### src/rtl/serial_dispatch_pkg.sv
// serial_dispatch_pkg: shared crossbar helpers, round-robin first-free lane search
package serial_dispatch_pkg;
  localparam int MAX_LANES = 32;
  localparam int MAX_IDX_W = 5;
  function automatic logic [MAX_IDX_W:0] rr_first_free(
    input logic [MAX_LANES-1:0] mask,
    input int unsigned start,
    input int unsigned n
  );
    logic found;
    logic [MAX_IDX_W-1:0] sel;
    int unsigned idx;
    found = 1'b0;
    sel = '0;
    for (int unsigned i = 0; i < MAX_LANES; i++) begin
      idx = start + i;
      if (idx >= n) idx -= n;
      if (i < n && !found && mask[MAX_IDX_W'(idx)]) begin
        found = 1'b1;
        sel = MAX_IDX_W'(idx);
      end
    end
    return {found, sel};
  endfunction
endpackage

### src/rtl/serial_dispatch_rr_select.sv
// rr_select: combinational rotating priority pick of the first set mask bit from start
module rr_select
  import serial_dispatch_pkg::*;
#(
  parameter int NUM_LANES = 4,
  parameter int LW = (NUM_LANES > 1) ? $clog2(NUM_LANES) : 1
) (
  input  logic [NUM_LANES-1:0] mask_i,
  input  logic [LW-1:0]        start_i,
  output logic                 found_o,
  output logic [LW-1:0]        index_o
);
  logic [MAX_IDX_W:0] pick;
  assign pick = rr_first_free(MAX_LANES'(mask_i), 32'(start_i), NUM_LANES);
  assign found_o = pick[MAX_IDX_W];
  assign index_o = LW'(pick[MAX_IDX_W-1:0]);
endmodule

### src/rtl/serial_dispatch.sv
// serial_dispatch: stamps in-order beats with serials and spreads them round-robin over lanes under a credit limit
module serial_dispatch
  import serial_dispatch_pkg::*;
#(
  parameter type data_t = logic [31:0],
  parameter int NUM_LANES = 4,
  parameter int DEPTH = 64,
  parameter int SERIAL_WIDTH = $clog2(DEPTH),
  parameter bit LOCK_PACKET = 1'b0,
  parameter int KEEP_W = ($bits(data_t) + 7) / 8,
  parameter int LW = (NUM_LANES > 1) ? $clog2(NUM_LANES) : 1
) (
  input  logic                    clk,
  input  logic                    rst_n,
  input  data_t                   in_data_i,
  input  logic [KEEP_W-1:0]       in_keep_i,
  input  logic                    in_last_i,
  input  logic                    in_valid_i,
  output logic                    in_ready_o,
  output data_t                   out_data_o [NUM_LANES],
  output logic [KEEP_W-1:0]       out_keep_o [NUM_LANES],
  output logic [NUM_LANES-1:0]    out_last_o,
  output logic [SERIAL_WIDTH-1:0] out_tag_o [NUM_LANES],
  output logic [NUM_LANES-1:0]    out_valid_o,
  input  logic [NUM_LANES-1:0]    out_ready_i,
  input  logic                    credit_return_i,
  output logic [SERIAL_WIDTH:0]   in_flight_o,
  output logic                    err_underflow_o
);
  typedef enum logic {IDLE, LOCKED} lock_state_e;
  lock_state_e state_q;
  data_t data_q [NUM_LANES];
  logic [KEEP_W-1:0] keep_q [NUM_LANES];
  logic [SERIAL_WIDTH-1:0] tag_q [NUM_LANES];
  logic [NUM_LANES-1:0] last_q, valid_q, free, mask;
  logic [LW-1:0] lock_lane_q, rr_q, sel, rr_next;
  logic [SERIAL_WIDTH-1:0] serial_q;
  logic [SERIAL_WIDTH:0] in_flight_q, in_flight_d;
  logic err_q, found, accept, locked;
  always_comb begin
    free = ~valid_q | out_ready_i;
    locked = LOCK_PACKET && state_q == LOCKED;
    mask = locked ? free & (NUM_LANES'(1) << lock_lane_q) : free;
    in_ready_o = (in_flight_q < (SERIAL_WIDTH + 1)'(DEPTH)) && found;
    accept = in_valid_i && in_ready_o;
    rr_next = (sel == LW'(NUM_LANES - 1)) ? '0 : sel + 1'b1;
    in_flight_d = (accept && !credit_return_i) ? in_flight_q + 1'b1 :
                  (!accept && credit_return_i && in_flight_q != '0) ? in_flight_q - 1'b1 :
                  in_flight_q;
  end
  // while locked the mask is one-hot, so the start pointer is irrelevant
  rr_select #(.NUM_LANES(NUM_LANES), .LW(LW)) u_rr (
    .mask_i (mask),
    .start_i(rr_q),
    .found_o(found),
    .index_o(sel)
  );
  always_ff @(posedge clk) begin
    if (!rst_n) begin
      valid_q     <= '0;
      serial_q    <= '0;
      in_flight_q <= '0;
      rr_q        <= '0;
      state_q     <= IDLE;
      lock_lane_q <= '0;
      err_q       <= 1'b0;
    end else begin
      for (int i = 0; i < NUM_LANES; i++) begin
        if (accept && sel == LW'(i)) begin
          data_q[i]  <= in_data_i;
          keep_q[i]  <= in_keep_i;
          last_q[i]  <= in_last_i;
          tag_q[i]   <= serial_q;
          valid_q[i] <= 1'b1;
        end else if (out_ready_i[i]) begin
          valid_q[i] <= 1'b0;
        end
      end
      if (accept) serial_q <= serial_q + 1'b1;
      // in lock mode the pointer only moves once a packet closes
      if (accept && (!LOCK_PACKET || in_last_i)) rr_q <= rr_next;
      if (LOCK_PACKET && accept) begin
        if (state_q == IDLE && !in_last_i) begin
          state_q     <= LOCKED;
          lock_lane_q <= sel;
        end else if (state_q == LOCKED && in_last_i) begin
          state_q <= IDLE;
        end
      end
      in_flight_q <= in_flight_d;
      err_q       <= err_q | (credit_return_i && in_flight_q == '0);
    end
  end
  assign out_data_o      = data_q;
  assign out_keep_o      = keep_q;
  assign out_tag_o       = tag_q;
  assign out_last_o      = last_q;
  assign out_valid_o     = valid_q;
  assign in_flight_o     = in_flight_q;
  assign err_underflow_o = err_q;
endmodule
### config.mk
export PLATFORM = sky130hd
export DESIGN_NAME = serial_dispatch
export DESIGN_NICKNAME = d
export VERILOG_FILES = /design/src/rtl/serial_dispatch_pkg.sv /design/src/rtl/serial_dispatch_rr_select.sv /design/src/rtl/serial_dispatch.sv
export SDC_FILE = /design/constraint.sdc
export NUM_CORES = 1
export LEC_CHECK = 0
export ABC_CLOCK_PERIOD_IN_PS = 3900
export CORE_MARGIN = 2
export CORE_UTILIZATION = 43
export CTS_BUF_LIST = sky130_fd_sc_hd__clkbuf_2
export CTS_CLUSTER_DIAMETER = 150
export CTS_CLUSTER_SIZE = 25
export DETAILED_ROUTE_END_ITERATION = 12
export PLACE_DENSITY = 0.81
export RECOVER_POWER = 25
export SLEW_MARGIN = 20
export SYNTH_ARGS = -nofsm -noshare
export SYNTH_HDL_FRONTEND = slang
export SYNTH_SLANG_ARGS = --single-unit
### constraint.sdc
create_clock -name clk -period 3.9 [get_ports clk]
set_clock_uncertainty 0.05 [all_clocks]
set_input_delay 0.585 -clock clk [delete_from_list [all_inputs] [get_ports clk]]
set_output_delay 0.585 -clock clk [all_outputs]
set_load 0.02 [all_outputs]
# Yosys cells after proc, flatten, opt, wreduce, memory -nomap -nowiden
# Index checks and enable logic that the tools add are counted.
[word_totals]
reg_bits = 192
out_inout_bits = 185
[op_classes]
addsub = 11
order_cmp = 9
eq_ne = 3
n_mux = 31
n_bitwise = 3
reduce_logical = 30
[ops]
columns = ["cell", "count"]
rows = [
  ["$ge A32 B3 Y1 const B", 3],
  ["$lt A5 B6 Y1 const B", 4],
  ["$bmux W1 S5", 4],
  ["$mux W5", 4],
  ["$mux W1", 16],
  ["$sub A5 B3 Y5 const B", 3],
  ["$mux W7", 2],
  ["$logic_and A1 B1 Y1", 13],
  ["$mux W2", 5],
  ["$reduce_bool A2 Y1", 5],
  ["$reduce_and A2 Y1", 4],
  ["$add A7 B1 Y7 const B", 1],
  ["$logic_not A7 Y1", 1],
  ["$lt A7 B7 Y1 const B", 1],
  ["$reduce_bool A7 Y1", 1],
  ["$sub A7 B1 Y7 const B", 1],
  ["$add A2 B2 Y3 const B", 2],
  ["$add A6 B1 Y6 const B", 1],
  ["$logic_not A1 Y1", 5],
  ["$eq A2 B2 Y1 const B", 2],
  ["$not A4 Y4", 1],
  ["$or A4 B4 Y4", 1],
  ["$sub A2 B3 Y4 const B", 1],
  ["$add A2 B1 Y3 const B", 1],
  ["other kinds (5)", 5],
]

# Depth between registers and ports, before layout
[depth]
word_depth = 21
ltp_mapped = 17
depth_no_buf = 15

# Cells and area by module
# From an unflattened synthesis, not the netlist that was laid out.
[unflattened]
cells_unflattened = 344
area_unflattened_um2 = 6675.2
[modules_own_cells]
columns = ["mod", "n_inst", "cells_per_inst", "area_per_inst_um2", "seq_area_each_um2"]
rows = [
  ["serial_dispatch", 1, 305, 6364.9, 5565.3],
  ["rr_select", 1, 39, 310.3, 0.0],
]

# Worst setup path before layout
# No wires, ideal clock.
[synth_timing]
kind = "register -> register"
from = "register rr_q[0]"
to = "register data_q (netlist bit out_data_o[32]), enable pin"
setup_ps = 405
t_arrival_ps = 3092
required_ps = 3445
path_slack_ps = 353
stages_incl_launch_ff = 12
path_buffers = 2
synth_period_minus_slack_ps = 3547
cell_sequence = "dfxtp_1 > buf_6 > inv_2 > ha_1 > buf_2 > nor4bb_1 > a31oi_1 > a21oi_1 > and2_1 > or2_1 > ha_1 > and3_1"
[synth_via]
elab_chain_len = 18
elab_cells_between_ends = 42
classes_between = "add/sub (7); order compare (4); eq/ne (1); mux (20); reduce/logical (10)"
[synth_rtl]
columns = ["element", "line_no", "text"]
rows = [
  ["start, declared", "serial_dispatch.sv:36", "logic [LW-1:0] lock_lane_q, rr_q, sel, rr_next;"],
  ["start signal, assigned", "serial_dispatch.sv:81", "if (accept && (!LOCK_PACKET || in_last_i)) rr_q <= rr_next;"],
  ["parallel branches: the longest is 16 deep, another holds $ge A32 B3 Y1", "--", ""],
  ["$logic_and A1 B1 Y1 (*)", "serial_dispatch.sv:69", "if (accept && sel == LW'(i)) begin"],
  ["$reduce_and A2 Y1 (no line) (*)", "--", ""],
  ["end signal, assigned by index", "serial_dispatch.sv:70", "data_q[i] <= in_data_i;"],
  ["end, declared", "serial_dispatch.sv:32", "data_t data_q [NUM_LANES];"],
]
# Every way passes the cells marked *. The select of a mux whose other input is x is not followed.
# A chain may end at the register's enable or synchronous reset.

# Worst setup path in the final report
[layout_timing]
from = "register rr_q[1]"
to = "register in_flight_q[6] (netlist: in_flight_o[6])"
[layout_via]
elab_chain_len = 20
elab_cells_between_ends = 41
classes_between = "add/sub (7); order compare (4); mux (17); reduce/logical (13)"
[layout_rtl]
columns = ["element", "line_no", "text"]
rows = [
  ["parallel branches: the longest is 13 deep, another holds $ge A32 B3 Y1", "--", ""],
  ["$mux W1 (*)", "serial_dispatch_pkg.sv:18", "if (i < n && !found && mask[MAX_IDX_W'(idx)]) begin"],
  ["$logic_and A1 B1 Y1 (*)", "serial_dispatch.sv:44", "in_ready_o = (in_flight_q < (SERIAL_WIDTH + 1)'(DEPTH)) && found;"],
  ["$logic_and A1 B1 Y1 (*)", "serial_dispatch.sv:45", "accept = in_valid_i && in_ready_o;"],
  ["$logic_not A1 Y1", "serial_dispatch.sv:48", "(!accept && credit_return_i && in_flight_q != '0) ? in_flight_q - 1'b1 :"],
  ["$logic_and A1 B1 Y1 (2 in series)", "serial_dispatch.sv:48", ""],
  ["$reduce_bool A2 Y1 (no line)", "--", ""],
  ["end signal, assigned", "serial_dispatch.sv:90", "in_flight_q <= in_flight_d;"],
  ["end, declared", "serial_dispatch.sv:38", "logic [SERIAL_WIDTH:0] in_flight_q, in_flight_d;"],
]
# Marks and branches as above.

==> reports/metrics.csv <==
metric;value;unit
status;complete, no violations;
p_comb_frac;0.318;
clkPwrFrac;0.183;
crit_path_max_fanout;9;
p_int;3.68;mW
hp-start;err_underflow_o;
final_common_cell;clkdlybuf4s50_1;
min_to;err_underflow_o;
timing.rr.start;rr_q[1];
routedWlPerCell;19.7;µm
min_path_type;flip-flop to flip-flop;
seqPwrFrac;0.499;
synth-async-reset-ratio;0;
gp_congestion;0.821;
syn_nets;407;
tightest_slew;0.630;ns
synth_seq_cells;192;
clock_path_buffers;2;
design_area;0.00953;mm²
power.density;574;mW/mm²
max-slew-margin-rel;0.580;
io_pins;230;
drive_gt1_frac;0.0869;
drt-initial-drc-count;267;
hold_viol;0;
rrSetupSlack;0.31;ns
fillers;1076;
syn_area_per_cell;19.2;µm²
cts-root-buf;clkbuf_2;
grt_pass1_wl;23300;µm
num_vias;4043;
finalNetCount;656;
total_power;5.47;mW
power.switching;1.79;mW
seq_area_frac_synth;0.835;
cts_htree_levels;4;
worstPathArrival;4.22;ns
clkSinkCount;192;
tritoncts;done;
first_global_vias;4014;
r2r-end;in_flight_o[6];
fmax;278;MHz
layout_common_cells;clkdlybuf4s50_1, edfxtp_1, dlygate4sd3_1, dfxtp_1;
synth_edf_count;172;
cp-start-kind;flip-flop;
period_minus_slack;3.59;ns
drcViolationCount;0;
worst-setup-path-type;flip-flop to flip-flop;
ir_drop;0.413;mV
clk_latency;0.71;ns
place_ws;-0.0151;ns
synth_cells;348;
switching_share;0.328;
wl;15800;µm
drv_slew;0;
start_util;0.439;
syn-cell-area;0.00667;mm²
synth_cell_types;47;
multi_input_area;0.00103;mm²
numPortBuffers;229;
holdPathStages;2;
dpl_cell_area;0.00926;mm²
worstSetupEndpointType;flip-flop;
dp_hpwl;11400;µm
ant_nets;0;
core;0.0152;mm²
antenna_found_initial;1;
setup_ws;0.307;ns
yosysWarnings;0;
viasPerCell;5.05;
r2r_cells;14;
setup_viol;0;
fp.dieH;129;µm
synthFlopType;edfxtp_1;
area_delta_synth_final;43.0;%
grt_max_degree;44;
rows;45;
cts_setup_buffers;0;
timing.final.crit_share;0.921;
grt_overflow;0;
worst_ep_required_time;4.52;ns
fin_util;0.627;
fp.dieW;129;µm
cts_made_buffers;17;
first_pass_iters;4;
grt_util_all_layers;0.191;
regArea;0.00557;mm²
die_area;0.0165;mm²
maxCapViolations;0;
leakage;3.28;nW
clkTransAtPathRegs;0.27;ns
postCtsHoldBufs;0;
[sequential cells by signal, indices dropped and copies added (netlist names)]
signal / flops
out_data_o: 128
out_tag_o: 24
out_keep_o: 16
in_flight_o: 7
serial_q: 6
out_last_o: 4
out_valid_o: 4
rr_q: 2
err_underflow_o: 1
[area by class of cell]
class | count | share of cell area
Antenna cell | 2 | 0.000525
Timing Repair Buffer | 238 | 0.251
Clock buffer | 17 | 0.00893
Multi-Input combinational cell | 140 | 0.108
Sequential cell | 192 | 0.584
Tap cell | 188 | 0.0247
Clock inverter | 15 | 0.0186
Inverter | 8 | 0.00315
[synthesized netlist by cell type (6+ instances only)]
master | instances | area [µm²]
inv_1 | 6 | 22.5
ha_1 | 13 | 163
nand2b_1 | 9 | 56.3
nor2_1 | 17 | 63.8
edfxtp_1 | 172 | 5160
nand2_1 | 13 | 48.8
dfxtp_1 | 20 | 400
a21oi_1 | 12 | 60.1
and3_1 | 7 | 43.8
xnor2_1 | 6 | 52.6
mux2i_1 | 7 | 70.1
nor2b_1 | 7 | 43.8
[worst max path at each step]
stage / start / slack (ns) / end / cells past startpoint
floorplan: rr_q[0] / 0.35 / out_data_o[32] / 11
global placement: out_ready_i[2] / 0.07 / in_flight_o[6] / 13
detailed placement: out_ready_i[2] / -0.02 / in_flight_o[6] / 13
CTS: rr_q[1] / 0.16 / in_ready_o / 7
global route: rr_q[1] / -0.0009 / in_flight_o[6] / 14
finish: rr_q[1] / 0.31 / in_flight_o[6] / 14
[metrics by stage]
stage	instances	hold WS (ns)	TNS, ns
global placement	766	0.410	0
floorplan	348	0.423	0
CTS	798	0.334	0
global route	799	0.389	-0.000853
finish	800	0.470	0
detailed placement	766	0.418	-0.0151
[kinds of logic after synthesis]
kind of cell / share of synthesized area
and+or+nand+nor: 0.0593
AOI/OAI and AO/OA: 0.0415
DFF: 0.835
adders and majority gates: 0.0274
muxes: 0.0173
xor gates and xnor gates: 0.00788
buffers and inverters: 0.0118
[routing by layer]
layer	GRT usage	part of all wire
met5	0	0
met1	0.207	0.36
met2	0.356	0.55
met3	0.0578	0.079
met4	0.0620	0.015
[critical path: stages (launching register included)]
cell	delay [ns]
dfxtp_4	0.46
inv_1	0.09
ha_2	0.43
nor2b_1	0.07
a222oi_1	0.37
a21oi_2	0.16
a21oi_4	0.18
nand2_1	0.17
ha_1	0.37
nor2b_1	0.16
o31a_1	0.24
o21ai_0	0.16
nand2b_1	0.11
or4b_1	0.47
o211ai_1	0.08
[what timing repair did]
item	in CTS	in global routing
cloned	0	0
resized for setup	2	3
setup endpoints to repair	1	2
hold endpoints to repair	0	0
[power groups by stage]
stage,Clock [mW],Combinational [mW],Sequential [mW]
CTS,1.04,1.75,2.73
floorplan,0,0.619,3.09
detailed placement,0,1.75,2.78
global route,1.11,1.87,2.76
global placement,0,1.71,2.76
finish,1.00,1.74,2.73
No activity file was read; power rests on OpenSTA's default activity.
